$ cat src/rtl/ashi_reg_bank_pkg.sv
// Shared register map, response codes and FSM state types for the ASHI register bank.
package ashi_reg_bank_pkg;
  localparam logic [31:0] IDX_ID       = 32'd0;
  localparam logic [31:0] IDX_SCRATCH  = 32'd1;
  localparam logic [31:0] IDX_IRQ_STAT = 32'd2;
  localparam logic [31:0] IDX_IRQ_EN   = 32'd3;
  localparam logic [31:0] IDX_CTL0     = 32'd4;

  typedef logic [1:0] resp_t;
  localparam resp_t RESP_OKAY   = 2'b00;
  localparam resp_t RESP_SLVERR = 2'b10;

  typedef enum logic {W_IDLE, W_BUSY} w_state_t;
  typedef enum logic {R_IDLE, R_BUSY} r_state_t;
endpackage

$ cat src/rtl/ashi_reg_bank_if.sv
// ASHI strobe/index/data bundle between the AXI4-Lite slave adapter (master) and a register handler (slave).
interface ashi_reg_bank_if;
  import ashi_reg_bank_pkg::*;

  logic [31:0] ASHI_WINDX;
  logic [31:0] ASHI_WDATA;
  logic        ASHI_WRITE;
  logic        ASHI_WIDLE;
  resp_t       ASHI_WRESP;
  logic [31:0] ASHI_RINDX;
  logic        ASHI_READ;
  logic        ASHI_RIDLE;
  logic [31:0] ASHI_RDATA;
  resp_t       ASHI_RRESP;

  modport master (
    output ASHI_WINDX, ASHI_WDATA, ASHI_WRITE, ASHI_RINDX, ASHI_READ,
    input  ASHI_WIDLE, ASHI_WRESP, ASHI_RIDLE, ASHI_RDATA, ASHI_RRESP
  );

  modport slave (
    input  ASHI_WINDX, ASHI_WDATA, ASHI_WRITE, ASHI_RINDX, ASHI_READ,
    output ASHI_WIDLE, ASHI_WRESP, ASHI_RIDLE, ASHI_RDATA, ASHI_RRESP
  );
endinterface

$ cat src/rtl/ashi_reg_bank_irq_edge_latch.sv
// Per-bit rising-edge detector feeding a W1C sticky status register; status visible 1 cycle after the edge.
// No backpressure; a set and a clear on the same bit in one cycle leave the bit set.
module irq_edge_latch #(
  parameter int W = 8
) (
  input  logic         clk,
  input  logic         reset,
  input  logic [W-1:0] src,
  input  logic [W-1:0] clr_mask,
  input  logic         clr_stb,
  output logic [W-1:0] status
);
  logic [W-1:0] r_prev;
  logic [W-1:0] r_status;
  logic [W-1:0] w_rise;
  logic [W-1:0] w_clr;

  assign w_rise = src & ~r_prev;
  assign w_clr  = clr_stb ? clr_mask : '0;

  always_ff @(posedge clk or posedge reset) begin
    if (reset) begin
      r_prev   <= '0;
      r_status <= '0;
    end else begin
      r_prev   <= src;
      r_status <= (r_status & ~w_clr) | w_rise;
    end
  end

  assign status = r_status;
endmodule

$ cat src/rtl/ashi_reg_bank.sv
// ASHI register bank: ID, scratch, W1C IRQ status/enable, RW control and RO status registers.
// Writes and reads each take 2 cycles (WIDLE/RIDLE low for one); strobes arriving while busy are ignored.
module ashi_reg_bank
  import ashi_reg_bank_pkg::*;
#(
  parameter logic [31:0] BLOCK_ID  = 32'h0000_0000,
  parameter int          NUM_CTL   = 4,
  parameter int          NUM_STAT  = 4,
  parameter int          IRQ_W     = 8,
  parameter logic [31:0] CTL_RESET = 32'h0
) (
  input  logic                     clk,
  input  logic                     reset,
  ashi_reg_bank_if.slave           ashi,
  output logic [NUM_CTL*32-1:0]    ctl_out,
  output logic [NUM_CTL-1:0]       ctl_wstb,
  input  logic [NUM_STAT*32-1:0]   stat_in,
  input  logic [IRQ_W-1:0]         irq_src,
  output logic                     irq_out
);
  localparam logic [31:0] IDX_STAT0 = IDX_CTL0 + 32'(NUM_CTL);

  w_state_t r_wstate, w_wstate_nxt;
  r_state_t r_rstate, w_rstate_nxt;
  logic w_wlatch, w_commit, w_rlatch, w_rcapture;

  logic [31:0]            r_windx, r_wdata, r_rindx, r_rdata, r_scratch;
  resp_t                  r_wresp, r_rresp;
  logic [IRQ_W-1:0]       r_irq_en;
  logic [NUM_CTL*32-1:0]  r_ctl;
  logic [NUM_CTL-1:0]     r_ctl_wstb;
  logic                   r_irq_out;

  logic [IRQ_W-1:0]   w_irq_status;
  logic [31:0]        w_irq_stat32, w_irq_en32, w_rdata;
  resp_t              w_rresp;
  logic               w_wr_ok, w_irq_clr_stb;
  logic [NUM_CTL-1:0] w_ctl_sel;

  always_ff @(posedge clk or posedge reset) begin
    if (reset) begin
      r_wstate <= W_IDLE;
      r_rstate <= R_IDLE;
    end else begin
      r_wstate <= w_wstate_nxt;
      r_rstate <= w_rstate_nxt;
    end
  end

  always_comb begin
    w_wstate_nxt = r_wstate;
    w_rstate_nxt = r_rstate;
    w_wlatch     = 1'b0;
    w_commit     = 1'b0;
    w_rlatch     = 1'b0;
    w_rcapture   = 1'b0;
    case (r_wstate)
      W_IDLE: if (ashi.ASHI_WRITE) begin w_wlatch = 1'b1; w_wstate_nxt = W_BUSY; end
      W_BUSY: begin w_commit = 1'b1; w_wstate_nxt = W_IDLE; end
      default: w_wstate_nxt = W_IDLE;
    endcase
    case (r_rstate)
      R_IDLE: if (ashi.ASHI_READ) begin w_rlatch = 1'b1; w_rstate_nxt = R_BUSY; end
      R_BUSY: begin w_rcapture = 1'b1; w_rstate_nxt = R_IDLE; end
      default: w_rstate_nxt = R_IDLE;
    endcase
  end

  // Writable targets only; ID and STAT fall through as SLVERR.
  always_comb begin
    w_wr_ok   = 1'b0;
    w_ctl_sel = '0;
    if (r_windx == IDX_SCRATCH || r_windx == IDX_IRQ_STAT || r_windx == IDX_IRQ_EN) w_wr_ok = 1'b1;
    for (int k = 0; k < NUM_CTL; k++) begin
      if (r_windx == IDX_CTL0 + 32'(k)) begin
        w_ctl_sel[k] = 1'b1;
        w_wr_ok      = 1'b1;
      end
    end
  end

  assign w_irq_clr_stb = w_commit && (r_windx == IDX_IRQ_STAT);

  irq_edge_latch #(.W(IRQ_W)) u_irq (
    .clk      (clk),
    .reset    (reset),
    .src      (irq_src),
    .clr_mask (r_wdata[IRQ_W-1:0]),
    .clr_stb  (w_irq_clr_stb),
    .status   (w_irq_status)
  );

  always_comb begin
    w_irq_stat32              = '0;
    w_irq_stat32[IRQ_W-1:0]   = w_irq_status;
    w_irq_en32                = '0;
    w_irq_en32[IRQ_W-1:0]     = r_irq_en;
    w_rdata                   = '0;
    w_rresp                   = RESP_SLVERR;
    if (r_rindx == IDX_ID)       begin w_rdata = BLOCK_ID;     w_rresp = RESP_OKAY; end
    if (r_rindx == IDX_SCRATCH)  begin w_rdata = r_scratch;    w_rresp = RESP_OKAY; end
    if (r_rindx == IDX_IRQ_STAT) begin w_rdata = w_irq_stat32; w_rresp = RESP_OKAY; end
    if (r_rindx == IDX_IRQ_EN)   begin w_rdata = w_irq_en32;   w_rresp = RESP_OKAY; end
    for (int k = 0; k < NUM_CTL; k++) begin
      if (r_rindx == IDX_CTL0 + 32'(k)) begin w_rdata = r_ctl[k*32 +: 32]; w_rresp = RESP_OKAY; end
    end
    for (int k = 0; k < NUM_STAT; k++) begin
      if (r_rindx == IDX_STAT0 + 32'(k)) begin w_rdata = stat_in[k*32 +: 32]; w_rresp = RESP_OKAY; end
    end
  end

  always_ff @(posedge clk or posedge reset) begin
    if (reset) begin
      r_windx    <= '0;
      r_wdata    <= '0;
      r_rindx    <= '0;
      r_rdata    <= '0;
      r_wresp    <= RESP_OKAY;
      r_rresp    <= RESP_OKAY;
      r_scratch  <= '0;
      r_irq_en   <= '0;
      r_ctl      <= {NUM_CTL{CTL_RESET}};
      r_ctl_wstb <= '0;
      r_irq_out  <= 1'b0;
    end else begin
      r_ctl_wstb <= '0;
      r_irq_out  <= |(w_irq_status & r_irq_en);
      if (w_wlatch) begin
        r_windx <= ashi.ASHI_WINDX;
        r_wdata <= ashi.ASHI_WDATA;
      end
      if (w_commit) begin
        r_wresp <= w_wr_ok ? RESP_OKAY : RESP_SLVERR;
        if (r_windx == IDX_SCRATCH) r_scratch <= r_wdata;
        if (r_windx == IDX_IRQ_EN)  r_irq_en  <= r_wdata[IRQ_W-1:0];
        for (int k = 0; k < NUM_CTL; k++) begin
          if (w_ctl_sel[k]) begin
            r_ctl[k*32 +: 32] <= r_wdata;
            r_ctl_wstb[k]     <= 1'b1;
          end
        end
      end
      if (w_rlatch) r_rindx <= ashi.ASHI_RINDX;
      if (w_rcapture) begin
        r_rdata <= w_rdata;
        r_rresp <= w_rresp;
      end
    end
  end

  assign ashi.ASHI_WIDLE = (r_wstate == W_IDLE);
  assign ashi.ASHI_RIDLE = (r_rstate == R_IDLE);
  assign ashi.ASHI_WRESP = r_wresp;
  assign ashi.ASHI_RRESP = r_rresp;
  assign ashi.ASHI_RDATA = r_rdata;
  assign ctl_out         = r_ctl;
  assign ctl_wstb        = r_ctl_wstb;
  assign irq_out         = r_irq_out;
endmodule

$ cat src/flat_wrapper.sv
// flat-port wrapper written by rule: the top's interface ports become plain ports
module ashi_reg_bank_flat import ashi_reg_bank_pkg::*;
#(
  parameter logic [31:0] BLOCK_ID  = 32'h0000_0000,
  parameter int          NUM_CTL   = 4,
  parameter int          NUM_STAT  = 4,
  parameter int          IRQ_W     = 8,
  parameter logic [31:0] CTL_RESET = 32'h0
)
  (clk, reset, ctl_out, ctl_wstb, stat_in, irq_src, irq_out, ashi_ASHI_WINDX, ashi_ASHI_WDATA, ashi_ASHI_WRITE, ashi_ASHI_RINDX, ashi_ASHI_READ, ashi_ASHI_WIDLE, ashi_ASHI_WRESP, ashi_ASHI_RIDLE, ashi_ASHI_RDATA, ashi_ASHI_RRESP);
  ashi_reg_bank_if ashi_i ();
  input  logic clk;
  input  logic reset;
  output logic [NUM_CTL*32-1:0] ctl_out;
  output logic [NUM_CTL-1:0] ctl_wstb;
  input  logic [NUM_STAT*32-1:0] stat_in;
  input  logic [IRQ_W-1:0] irq_src;
  output logic irq_out;
  input wire logic [$bits(ashi_i.ASHI_WINDX)-1:0] ashi_ASHI_WINDX;
  input wire logic [$bits(ashi_i.ASHI_WDATA)-1:0] ashi_ASHI_WDATA;
  input wire logic [$bits(ashi_i.ASHI_WRITE)-1:0] ashi_ASHI_WRITE;
  input wire logic [$bits(ashi_i.ASHI_RINDX)-1:0] ashi_ASHI_RINDX;
  input wire logic [$bits(ashi_i.ASHI_READ)-1:0] ashi_ASHI_READ;
  output wire logic [$bits(ashi_i.ASHI_WIDLE)-1:0] ashi_ASHI_WIDLE;
  output wire logic [$bits(ashi_i.ASHI_WRESP)-1:0] ashi_ASHI_WRESP;
  output wire logic [$bits(ashi_i.ASHI_RIDLE)-1:0] ashi_ASHI_RIDLE;
  output wire logic [$bits(ashi_i.ASHI_RDATA)-1:0] ashi_ASHI_RDATA;
  output wire logic [$bits(ashi_i.ASHI_RRESP)-1:0] ashi_ASHI_RRESP;
  assign ashi_i.ASHI_WINDX = ashi_ASHI_WINDX;
  assign ashi_i.ASHI_WDATA = ashi_ASHI_WDATA;
  assign ashi_i.ASHI_WRITE = ashi_ASHI_WRITE;
  assign ashi_i.ASHI_RINDX = ashi_ASHI_RINDX;
  assign ashi_i.ASHI_READ = ashi_ASHI_READ;
  assign ashi_ASHI_WIDLE = ashi_i.ASHI_WIDLE;
  assign ashi_ASHI_WRESP = ashi_i.ASHI_WRESP;
  assign ashi_ASHI_RIDLE = ashi_i.ASHI_RIDLE;
  assign ashi_ASHI_RDATA = ashi_i.ASHI_RDATA;
  assign ashi_ASHI_RRESP = ashi_i.ASHI_RRESP;
  ashi_reg_bank #(.BLOCK_ID(BLOCK_ID), .NUM_CTL(NUM_CTL), .NUM_STAT(NUM_STAT), .IRQ_W(IRQ_W), .CTL_RESET(CTL_RESET)) u_core (.clk(clk), .reset(reset), .ashi(ashi_i), .ctl_out(ctl_out), .ctl_wstb(ctl_wstb), .stat_in(stat_in), .irq_src(irq_src), .irq_out(irq_out));
endmodule
$ cat config.mk
export PLATFORM = sky130hd
export DESIGN_NAME = ashi_reg_bank_flat
export DESIGN_NICKNAME = d
export VERILOG_FILES = /design/src/rtl/ashi_reg_bank_pkg.sv /design/src/rtl/ashi_reg_bank_if.sv /design/src/rtl/ashi_reg_bank_irq_edge_latch.sv /design/src/rtl/ashi_reg_bank.sv /design/src/flat_wrapper.sv
export SDC_FILE = /design/constraint.sdc
export NUM_CORES = 1
export LEC_CHECK = 0
export CAP_MARGIN = 20
export CORE_ASPECT_RATIO = 0.9
export CORE_MARGIN = 4
export CORE_UTILIZATION = 49
export DETAILED_ROUTE_END_ITERATION = 8
export PLACE_DENSITY = 0.81
export SLEW_MARGIN = 15
export SYNTH_ARGS = -nofsm -noshare
export SYNTH_HDL_FRONTEND = slang
export SYNTH_SLANG_ARGS = --single-unit
$ cat constraint.sdc
create_clock -name clk -period 13.05 [get_ports clk]
set_clock_uncertainty 0.2 [all_clocks]
set_input_delay 2.61 -clock clk [delete_from_list [all_inputs] [get_ports clk]]
set_output_delay 2.61 -clock clk [all_outputs]
set_load 0.03 [all_outputs]
==> run metrics <==
largest net degree at the start of global routing=185; initial antenna violation count=1; RSZ-0062 raised after global routing=no; share of the synthesized area in the top cell type=0.5475; vias per std cell=6.037; post-synth top area cell=dfrtp_1; Post-synth EDFFs=0; share of cells above drive strength 1=0.2433; WS Path Type=flop to output pin; # Max-Cap Violations=0; die height=172.2 um; drt drc=0; CTS H-tree depth=2; total global routing overflow=0; global placement routability congestion=0.9145; Skew-Pair Late Insertion Delay=0.51 ns; top cells by area, synth=dfrtp_1 (55%), mux2_2 (20%), mux2i_1 (3.4%); Post-Syn Instances=1161; CP max stage cell=clkdlybuf4s50_1; Hold Path Class=flop to flop; WL/cell=26.72 um; root buffer cell=clkbuf_16; headroom to the max-slew limit=0.2643; #FFs+latches synth=321; critical path, cell by cell=inv_2, clkdlybuf4s50_1; total negative slack=0 ns; vias in the first global route=12390; area of the placeable core=29230 sq um; global-route wire length before repair=77090 um; die width=190.4 um; Slew Viols, Final=0; Starting Density=0.5019; via count=11880; number of buffers created by CTS=35; Fill cells=2157; Worst VDD drop=0.08890 mV; Cell Area, Synth=14670 sq um; postcts setup bufs=0; first-pass iteration count of the detailed router=5; FF-to-FF setup slack=9.43 ns; post-synth cell types=59; GRT Total Usage=0.3101; PwrDens=118.9 nW/um^2; Routed Antenna Nets=0; CTS Hold Bufs=0; Final Routed Wirelength=52570 um; CTS tree=built; most common cell in the netlist=dfrtp_1; total die area=32780 sq um; final hold violations=0; crit start category=flop; drt first-iter violations=889; sequential share of the synthesized area=0.5475; post-synthesis area per instance=12.64 sq um; status=completed; FMAX=180.1 MHz; P&R area growth vs syn=37.68%; crit path DAT=2.74 ns; Pleak=0.008712 uW; Worst EP required=10.24 ns; I/O Buffers=404; Fin Hold WS=0.2995 ns; Main synth FF type=dfrtp_1; crit path max fanout=37; register clock-pin slew on the reported worst setup and hold paths=0.06 ns; FP Rows=59; Final min period=5.551 ns; Post-synth top cells=dfrtp_1 (321), mux2_2 (267), nor2_1 (64); Yosys warning total=0; Least-Margin Pin Slew=1.103 ns; crit path capture type=output pin; Setup violations, final=0; Post-synth ARST share=1.000; Top-Level Pins=407; post-cts resize count=0; Final Cycle Share=0.4254; Largest stage delay, worst path=0.82 ns; CTS sink count=321; placed wire-length estimate=35210 um; worst-case clock buffer depth=3; nets=1780
through the flow:
stage               worst slack, ns  power, uW  cells  utilization  instance area, sq um
global route                  7.428       2481   1966       0.6910                 20200
floorplan                     1.355       1261   1162            -                 14680
global placement              7.961       1407   1900       0.6503                 19010
finish                        7.499       2401   1967       0.6911                 20200
detailed placement            7.951       1417   1900       0.6503                 19010
CTS                           7.524       2414   1963       0.6896                 20160
cell type report:
| cell class | instances | area (sq um) | area share |
|---|---|---|---|
| sequential | 321 | 8039 | 0.3979 |
| multi-input combinational | 729 | 6141 | 0.3040 |
| timing repair buffer | 429 | 4262 | 0.2109 |
| clock buffer | 50 | 992.2 | 0.04911 |
| tap | 396 | 495.5 | 0.02453 |
| clock inverter | 13 | 157.7 | 0.007804 |
| inverter | 28 | 112.6 | 0.005574 |
| antenna | 1 | 2.502 | 0.0001239 |
power breakdown:
part           internal, uW  switching (uW)  total (uW)
Clock                   593             405         998
Combinational           149             158         307
Sequential             1050            51.3        1100
Total                  1790             614        2400
kinds of logic (layout without fill, tap and decap cells):
| logic type | Yosys count | after routing | synth area share |
|---|---|---|---|
| buffers and inverters | 112 | 520 | 0.03624 |
| AO/OA/AOI/OAI | 220 | 220 | 0.1064 |
| multiplexers | 324 | 324 | 0.2482 |
| AND/OR/NAND/NOR | 183 | 183 | 0.06140 |
| other | 1 | 3 | 0.0002556 |
| flip-flops | 321 | 321 | 0.5475 |
registers in the layout (all words and copies together) (netlist names), 4 cells and up:
name	flops
u_core.r_scratch	32
u_core.ctl_wstb	4
u_core.r_rindx	32
u_core.r_irq_en	8
u_core.ashi.ASHI_RDATA	32
u_core.ctl_out	128
u_core.r_wdata	32
u_core.u_irq.status	8
u_core.r_windx	32
u_core.u_irq.r_prev	8
routing by layer:
layer	GRT usage	up-vias	wire length, um
met4	0.1033	2	1720
met5	0	-	11
li1	-	5067	-
met1	0.4141	6044	20990
met2	0.5085	649	25030
met3	0.07065	113	4818
worst max-delay path, delay by kind of cell, from the launching register on:
family                 cells  cell delay [ns]
buffers and inverters      2             1.57
DFF                        1             0.64
placed cells by master (no fill, tap or decap), types with 4 or more instances in the layout:
cell type / count
nand3_1: 6
o221ai_1: 13
clkbuf_8: 6
mux2_2: 267
clkdlybuf4s50_1: 404
nand4_1: 6
a22o_1: 9
o22ai_1: 11
inv_1: 25
mux2i_1: 50
a22oi_1: 30
o2bb2ai_1: 10
mux4_2: 5
a221oi_1: 11
buf_4: 21
clkbuf_16: 35
a21oi_1: 22
nand2_1: 44
nor2b_1: 11
nor3_1: 8
nor4_1: 16
o21a_1: 6
o32ai_1: 20
clkbuf_1: 9
nand2b_1: 4
o21ai_0: 58
a211oi_1: 5
inv_6: 4
o221a_2: 10
nor2_1: 62
clkinv_2: 5
dfrtp_1: 318
path summary, 6_finish.rpt:
kind | from | end | cells after the start
min in group asynchronous | reset | u_core.ctl_wstb[2] | 2
setup / recovery | u_core.r_rstate | ashi_ASHI_RIDLE | 2
setup reg to reg | u_core.r_rindx[0] | u_core.ashi.ASHI_RDATA[21] | 7
hold / removal | u_core.r_scratch[22] | u_core.r_scratch[22] | 1
max in group asynchronous | reset | u_core.r_rindx[0] | 3
hold reg to reg | u_core.r_scratch[22] | u_core.r_scratch[22] | 1
Note: power is estimated with default switching activity, not from simulation.
